File: config.mk
export PLATFORM = sky130hd
export DESIGN_NAME = book_reader
export DESIGN_NICKNAME = d
export VERILOG_FILES = /design/src/rtl/book_pkg.sv /design/src/rtl/book_best_cmp.sv /design/src/rtl/book_reader.sv
export SDC_FILE = /design/constraint.sdc
export NUM_CORES = 1
export LEC_CHECK = 0
export BUFFER_PORTS_ARGS = -buffer_cell sky130_fd_sc_hd__buf_4
export CORE_MARGIN = 4
export CORE_UTILIZATION = 50
export DETAILED_ROUTE_END_ITERATION = 8
export GPL_TIMING_DRIVEN = 1
export PLACE_DENSITY = 0.77
export SLEW_MARGIN = 10
export SYNTH_ARGS = -nofsm -noshare
export SYNTH_HDL_FRONTEND = slang
export SYNTH_SLANG_ARGS = --single-unit
File: constraint.sdc
create_clock -name clk -period 5.86 [get_ports clk]
set_input_delay 0 -clock clk [delete_from_list [all_inputs] [get_ports clk]]
set_output_delay 0 -clock clk [all_outputs]
set_load 0.02 [all_outputs]
File: src/rtl/book_pkg.sv
// Shared defaults, side encoding and reader FSM states for the order-book
// reader (book_reader, book_best_cmp).
package book_pkg;

  localparam int BOOK_ROWS    = 10;
  localparam int BOOK_STOCKS  = 4;
  localparam int BOOK_PRICE_W = 32;
  localparam int BOOK_QTY_W   = 32;

  localparam logic SIDE_BUY  = 1'b1;
  localparam logic SIDE_SELL = 1'b0;

  typedef enum logic [1:0] {
    ST_IDLE,
    ST_SCAN,
    ST_DRAIN,
    ST_DONE
  } rd_state_e;

endpackage

File: src/rtl/book_best_cmp.sv
// Per-side best-price accumulator: keeps the best price seen, its quantity
// and a found flag. PICK_MAX=1 tracks the highest price (bid side),
// PICK_MAX=0 tracks the lowest price (ask side). Only a strictly better
// price replaces the held one, so the earliest row wins a tie.
// Ports: clk, reset_n (sync, active-low), clear, en, price, qty in;
//        best, best_qty, found out.
module book_best_cmp
  import book_pkg::*;
#(
  parameter int PRICE_W  = BOOK_PRICE_W,
  parameter int QTY_W    = BOOK_QTY_W,
  parameter bit PICK_MAX = 1'b1
) (
  input  logic               clk,
  input  logic               reset_n,
  input  logic               clear,
  input  logic               en,
  input  logic [PRICE_W-1:0] price,
  input  logic [QTY_W-1:0]   qty,
  output logic [PRICE_W-1:0] best,
  output logic [QTY_W-1:0]   best_qty,
  output logic               found
);

  logic better;

  always_comb begin
    better = 1'b0;
    if (PICK_MAX) better = (price > best);
    else          better = (price < best);
  end

  always_ff @(posedge clk) begin
    if (!reset_n) begin
      best     <= '0;
      best_qty <= '0;
      found    <= 1'b0;
    end else if (clear) begin
      best     <= '0;
      best_qty <= '0;
      found    <= 1'b0;
    end else if (en && (!found || better)) begin
      best     <= price;
      best_qty <= qty;
      found    <= 1'b1;
    end
  end

endmodule

File: src/rtl/book_reader.sv
// Order-book top-of-book reader: on a query, scans all ROWS entries of one
// stock through a one-cycle-latency read port and returns best bid/ask.
// Ports: clk, reset_n (sync, active-low); query_valid/ready, query_stock;
//        rd_en, rd_stock, rd_row out; rd_entry_valid, rd_side, rd_price,
//        rd_qty in; result_valid/ready; best_bid, best_ask, bid_qty,
//        ask_qty, bid_found, ask_found, result_err out.
// Option: define BOOK_READER_SPREAD_EN to add the spread output.
module book_reader
  import book_pkg::*;
#(
  parameter int ROWS    = BOOK_ROWS,
  parameter int STOCKS  = BOOK_STOCKS,
  parameter int PRICE_W = BOOK_PRICE_W,
  parameter int QTY_W   = BOOK_QTY_W
) (
  input  logic                    clk,
  input  logic                    reset_n,
  input  logic                    query_valid,
  output logic                    query_ready,
  input  logic [1:0]              query_stock,
  output logic                    rd_en,
  output logic [1:0]              rd_stock,
  output logic [$clog2(ROWS)-1:0] rd_row,
  input  logic                    rd_entry_valid,
  input  logic                    rd_side,
  input  logic [PRICE_W-1:0]      rd_price,
  input  logic [QTY_W-1:0]        rd_qty,
  output logic                    result_valid,
  input  logic                    result_ready,
  output logic [PRICE_W-1:0]      best_bid,
  output logic [PRICE_W-1:0]      best_ask,
  output logic [QTY_W-1:0]        bid_qty,
  output logic [QTY_W-1:0]        ask_qty,
  output logic                    bid_found,
  output logic                    ask_found,
  output logic                    result_err
`ifdef BOOK_READER_SPREAD_EN
  ,
  output logic [PRICE_W-1:0]      spread
`endif
);

  localparam int RW = $clog2(ROWS);
  localparam logic [RW-1:0] LAST = RW'(ROWS - 1);

  rd_state_e      state, state_n;
  logic [1:0]     stock;
  logic [RW-1:0]  row;
  logic           eval;
  logic           err;
  logic           accept;
  logic           bad;
  logic           row_ok;
  logic           bid_en;
  logic           ask_en;

  assign accept = (state == ST_IDLE) && query_valid;
  assign bad    = int'(query_stock) >= STOCKS;

  always_comb begin
    state_n = state;
    rd_en   = 1'b0;
    unique case (state)
      ST_IDLE: begin
        if (query_valid) state_n = bad ? ST_DONE : ST_SCAN;
      end
      ST_SCAN: begin
        rd_en = 1'b1;
        if (row == LAST) state_n = ST_DRAIN;
      end
      ST_DRAIN: begin
        state_n = ST_DONE;
      end
      ST_DONE: begin
        if (result_ready) state_n = ST_IDLE;
      end
      default: state_n = ST_IDLE;
    endcase
  end

  // eval marks the cycle in which the row requested last cycle is on the bus
  always_ff @(posedge clk) begin
    if (!reset_n) begin
      state <= ST_IDLE;
      stock <= '0;
      row   <= '0;
      eval  <= 1'b0;
      err   <= 1'b0;
    end else begin
      state <= state_n;
      eval  <= rd_en;
      if (accept) begin
        stock <= query_stock;
        err   <= bad;
        row   <= '0;
      end else if (state == ST_SCAN) begin
        row <= (row == LAST) ? '0 : row + RW'(1);
      end
    end
  end

  assign row_ok = eval && rd_entry_valid && (rd_qty != '0);
  assign bid_en = row_ok && (rd_side == SIDE_BUY);
  assign ask_en = row_ok && (rd_side == SIDE_SELL);

  book_best_cmp #(
    .PRICE_W  (PRICE_W),
    .QTY_W    (QTY_W),
    .PICK_MAX (1'b1)
  ) u_bid (
    .clk      (clk),
    .reset_n  (reset_n),
    .clear    (accept),
    .en       (bid_en),
    .price    (rd_price),
    .qty      (rd_qty),
    .best     (best_bid),
    .best_qty (bid_qty),
    .found    (bid_found)
  );

  book_best_cmp #(
    .PRICE_W  (PRICE_W),
    .QTY_W    (QTY_W),
    .PICK_MAX (1'b0)
  ) u_ask (
    .clk      (clk),
    .reset_n  (reset_n),
    .clear    (accept),
    .en       (ask_en),
    .price    (rd_price),
    .qty      (rd_qty),
    .best     (best_ask),
    .best_qty (ask_qty),
    .found    (ask_found)
  );

  assign query_ready  = (state == ST_IDLE);
  assign result_valid = (state == ST_DONE);
  assign result_err   = err;
  assign rd_stock     = stock;
  assign rd_row       = row;

`ifdef BOOK_READER_SPREAD_EN
  // Derived from the registered result, so it is frozen with it in DONE;
  // a crossed or one-sided book reports zero.
  assign spread = (bid_found && ask_found && (best_ask > best_bid))
                ? best_ask - best_bid : '0;
`endif

endmodule

==> flow_summary.html <==
<table>
<tr><th>Metric</th><th>Value</th></tr>
<tr><th colspan="2">Run status</th></tr>
<tr><td>Result of the run</td><td>completed</td></tr>
<tr><th colspan="2">Critical path</th></tr>
<tr><td>Critical path depth</td><td>9</td></tr>
<tr><td>Worst setup path startpoint</td><td>u_ask.best[6]</td></tr>
<tr><td>RR Startpoint</td><td>u_ask.best[6]</td></tr>
<tr><td>Reg2reg path depth</td><td>9</td></tr>
<tr><td>Largest delay share family, worst path</td><td>compound AO/OA/AOI/OAI gates</td></tr>
<tr><td>Signal arrival time at the worst endpoint</td><td>3.74 ns</td></tr>
<tr><td>Type of element capturing the critical path</td><td>flip-flop</td></tr>
<tr><td>Biggest cell delay along the critical path</td><td>between 0.7 and 0.8 ns</td></tr>
<tr><td>Critical-path maximum fanout</td><td>25</td></tr>
<tr><td>Crit path cell chain</td><td>inv_1, ha_1, nand2_1, nor3_1, a21oi_1, o41ai_1, a211o_2, buf_4, mux2i_1</td></tr>
<tr><td>Required time at the worst-slack endpoint</td><td>6.21 ns</td></tr>
<tr><td>Critical path buffers and inverters</td><td>2</td></tr>
<tr><td>Crit path kind</td><td>flip-flop to flip-flop</td></tr>
<tr><td>Startpoint class of the critical path</td><td>flip-flop</td></tr>
<tr><td>Cell with the largest stage delay on the worst path</td><td>o41ai_1</td></tr>
<tr><th colspan="2">Floorplanning</th></tr>
<tr><td>Height of the die</td><td>138 um</td></tr>
<tr><td>Die area</td><td>around 19000 um2</td></tr>
<tr><td>Initial standard-cell utilization of the core</td><td>50.9%</td></tr>
<tr><td>Placeable core region</td><td>between 15000 and 20000 um2</td></tr>
<tr><td>Std-Cell Rows</td><td>47</td></tr>
<tr><td>I/O pin count</td><td>between 200 and 250</td></tr>
<tr><td>Die X-Extent</td><td>roughly 140 um</td></tr>
<tr><th colspan="2">Clocking</th></tr>
<tr><td>Clock root buffer master</td><td>clkbuf_16</td></tr>
<tr><td>Clock slew at reported path FFs</td><td>0.06 ns</td></tr>
<tr><td>Count of cells resized by post-cts repair</td><td>0</td></tr>
<tr><td>Total CTS buffers</td><td>17</td></tr>
<tr><td>Latest clock arrival within the worst-skew pair</td><td>roughly 0.43 ns</td></tr>
<tr><td>H-Tree Level Count</td><td>4</td></tr>
<tr><td>Number of sinks driven by the clock tree</td><td>around 140</td></tr>
<tr><td>Clock tree from TritonCTS</td><td>yes</td></tr>
<tr><td>Clock Path Buffers</td><td>2</td></tr>
<tr><th colspan="2">Yosys</th></tr>
<tr><td>Unique cell type count in the Yosys netlist</td><td>between 40 and 50</td></tr>
<tr><td>Cell count after synthesis</td><td>~1100</td></tr>
<tr><td>Flip-flop cell with the highest count after synthesis</td><td>dfxtp_1</td></tr>
<tr><td>Share of the yosys chip area belonging to registers</td><td>32.9%</td></tr>
<tr><td>Yosys Warn Count</td><td>0</td></tr>
<tr><td>Summed instance area of the synthesized netlist</td><td>between 8000 and 9000 um2</td></tr>
<tr><td>Synthesized net count</td><td>approximately 1200</td></tr>
<tr><td>Count of flip-flops with a built-in enable after synthesis</td><td>0</td></tr>
<tr><td>Share of flip-flops with an asynchronous set or reset</td><td>0%</td></tr>
<tr><td>Synthesized flop and latch total</td><td>139</td></tr>
<tr><td>Post-Syn Area per Cell</td><td>about 7.6 um2</td></tr>
<tr><th colspan="2">Pwr</th></tr>
<tr><td>Relative contribution of the clock network to total power</td><td>a little under two fifths</td></tr>
<tr><td>Sequential fraction of design power</td><td>roughly 37%</td></tr>
<tr><td>Internal power contribution</td><td>around 1900 uW</td></tr>
<tr><td>Leakage power figure</td><td>~0.0047 uW</td></tr>
<tr><td>Worst-case vdd ir drop</td><td>0.244 mV</td></tr>
<tr><td>Power density cells</td><td>243 nW/um2</td></tr>
<tr><td>NetSw</td><td>887 uW</td></tr>
<tr><td>Combinational share of power</td><td>between 20% and 30%</td></tr>
<tr><td>Switching share of total power</td><td>32.2%</td></tr>
<tr><th colspan="2">Placed design</th></tr>
<tr><td>Detail Placement HPWL</td><td>between 15000 and 20000 um</td></tr>
<tr><td>Placed cell count</td><td>1449</td></tr>
<tr><td>DP Worst Slack</td><td>2.46 ns</td></tr>
<tr><td>Final weighted congestion in routability-driven placement</td><td>approximately 0.85</td></tr>
<tr><td>Number of input and output port buffers inserted</td><td>between 200 and 250</td></tr>
<tr><td>Instance area at placement</td><td>~10000 um2</td></tr>
<tr><th colspan="2">Hold path</th></tr>
<tr><td>Path category of the worst min-delay check</td><td>input pin to flip-flop</td></tr>
<tr><td>Beginning of the worst hold path</td><td>result_ready</td></tr>
<tr><td>Cell count of the worst hold path</td><td>5</td></tr>
<tr><th colspan="2">GRT</th></tr>
<tr><td>First-pass GRT wire length</td><td>44300 um</td></tr>
<tr><td>Global-route usage over all layers</td><td>~29%</td></tr>
<tr><td>Remaining global-route overflow</td><td>0</td></tr>
<tr><td>Antenna violations before repair</td><td>0</td></tr>
<tr><td>Via count of the first global-routing pass</td><td>~8700</td></tr>
<tr><td>Pin count of the biggest net entering global routing</td><td>76</td></tr>
<tr><th colspan="2">Final layout</th></tr>
<tr><td>Number of nets in the layout</td><td>roughly 1500</td></tr>
<tr><td>Final Util</td><td>around two thirds</td></tr>
<tr><td>Final standard cell count with taps included and fillers excluded</td><td>1555</td></tr>
<tr><td>Area added between synthesis and finish</td><td>34.5%</td></tr>
<tr><td>Final standard cell area without fillers</td><td>11400 um2</td></tr>
<tr><td>Fraction of layout instances using a drive strength above 1</td><td>between 10% and 20%</td></tr>
<tr><th colspan="2">STA</th></tr>
<tr><td>Transition time at the pin with the least slew margin</td><td>between 1 and 1.5 ns</td></tr>
<tr><td>Period Utilization, post-route</td><td>57.8%</td></tr>
<tr><td>Post-route clock skew</td><td>between 0.009 and 0.01 ns</td></tr>
<tr><td>Relative max-transition margin</td><td>between 10% and 20%</td></tr>
<tr><td>Setup repair after global routing missed its margin</td><td>false</td></tr>
<tr><td>Final period demand of the worst path</td><td>3.39 ns</td></tr>
<tr><td>Setup Viol. Count Final</td><td>0</td></tr>
<tr><td>Final setup TNS</td><td>0 ns</td></tr>
<tr><td>Upper clock frequency limit</td><td>295 MHz</td></tr>
<tr><td>Final hold vios</td><td>0</td></tr>
<tr><td>Final worst slack</td><td>roughly 2.5 ns</td></tr>
<tr><td>Final count of pins violating max slew</td><td>0</td></tr>
<tr><th colspan="2">Routing</th></tr>
<tr><td>DRC</td><td>0</td></tr>
<tr><td>Mean routed wirelength per cell</td><td>roughly 18 um</td></tr>
<tr><td>Drt initial violations</td><td>between 900 and 1000</td></tr>
<tr><td>1st-pass router iterations</td><td>5</td></tr>
<tr><td>ANT nets after route</td><td>0</td></tr>
<tr><td>Wire length after detailed routing</td><td>between 20000 and 30000 um</td></tr>
<tr><td>Number of vias in the routed layout</td><td>around 9300</td></tr>
<tr><td>Via-per-instance ratio</td><td>6.00</td></tr>
<tr><th colspan="2">Run</th></tr>
<tr><td>Max-Cap Viols</td><td>0</td></tr>
</table>
-- synth_stat cells, types with 11 or more instances --
cell type,instances,area share [%]
a21oi_1,92,5.5
a31oi_1,64,4.7
nand2_1,218,9.7
dfxtp_1,139,33
clkbuf_1,91,4.0
mux2i_1,65,7.7
nand3_1,72,4.3
o221ai_1,64,6.6
inv_1,68,3.0
nor3_1,68,4.0
nor2_1,16,0.71
ha_1,67,9.9
nand4_1,11,0.81
-- final timing paths --
path / end / slack, ns
worst min register to register: u_ask.best_qty[25] / 0.46
worst max-delay path: u_ask.best_qty[11] / 2.47
worst min-delay path: state[0] / 0.12
worst max register to register: u_ask.best_qty[11] / 2.47
-- through the flow --
| stage | total power (uW) | hold WS, ns |
|---|---|---|
| after global routing | 2880 | 0.145 |
| after floorplan | 1440 | 0.127 |
| after CTS | 2760 | 0.0766 |
| after global placement | 1650 | 0.272 |
| after detailed placement | 1660 | 0.271 |
| final | 2750 | 0.121 |
-- metal layers --
layer | vias up | wire (um) | track usage (%)
met3 | 68 | 2620 | 7.37
met5 | - | 0 | 0
met1 | 4371 | 11300 | 36.4
li1 | 4440 | - | -
met4 | 0 | 867 | 12.6
met2 | 446 | 13200 | 47.0
-- power by group through the flow --
stage | clock (uW) | sequential (uW) | combinational (uW)
after floorplan | 0 | 1070 | 369
after global placement | 0 | 1040 | 613
after global routing | 1110 | 1030 | 739
after detailed placement | 0 | 1040 | 620
after CTS | 1070 | 1020 | 667
final | 1050 | 1020 | 678
-- cell usage in the layout, fill, tap and decap left out, drive strengths merged, types with 12 or more instances in the layout --
cell type and instances:
a31oi 64, ha 67, dlygate4sd3 73, mux2i 65
dfxtp 139, nand3 72, nor3 68, a21oi 92
o221ai 64, inv 69, buf 223, o21ai 12
nand2 218, nor2 16, clkbuf 23
-- worst register-to-register path: stages, from the launching register on --
cell     delay (ns)
dfxtp_1        0.36
inv_1          0.05
ha_1           0.27
nand2_1        0.07
nor3_1         0.19
a21oi_1        0.11
o41ai_1        0.74
a211o_2        0.70
buf_4          0.54
mux2i_1        0.28
-- flip-flops by register name (all words and copies together) (netlist names) --
name / count
u_bid.best: 32
u_bid.best_qty: 32
rd_stock: 2
u_ask.found: 1
state: 2
rd_row: 4
u_ask.best_qty: 32
u_ask.best: 32
eval: 1
u_bid.found: 1
-- cell families after synthesis --
group / synth area share (%)
simple gates: 21.6
compound gates: 19.6
buf+inv: 7.90
flops: 32.9
fa+ha+maj: 9.93
mux: 7.70
xor+xnor: 0.207
other cells: 0.0444
-- layout make-up --
class	count	area, um2
Antenna cell	1	2.50
Clock buffer	23	488
Clock inverter	9	87.6
Fill cell	1380	5230
Inverter	68	255
Multi-Input combinational cell	799	5050
Sequential cell	139	2780
Tap cell	220	275
Timing Repair Buffer	296	2420
-- repair_timing --
item / 4_1_cts / 5_1_grt
hold buffers: 73 / 0
hold endpoints to repair: 134 / 0
buffers inserted: 0 / 0
Note: power is estimated with default switching activity, not from simulation.
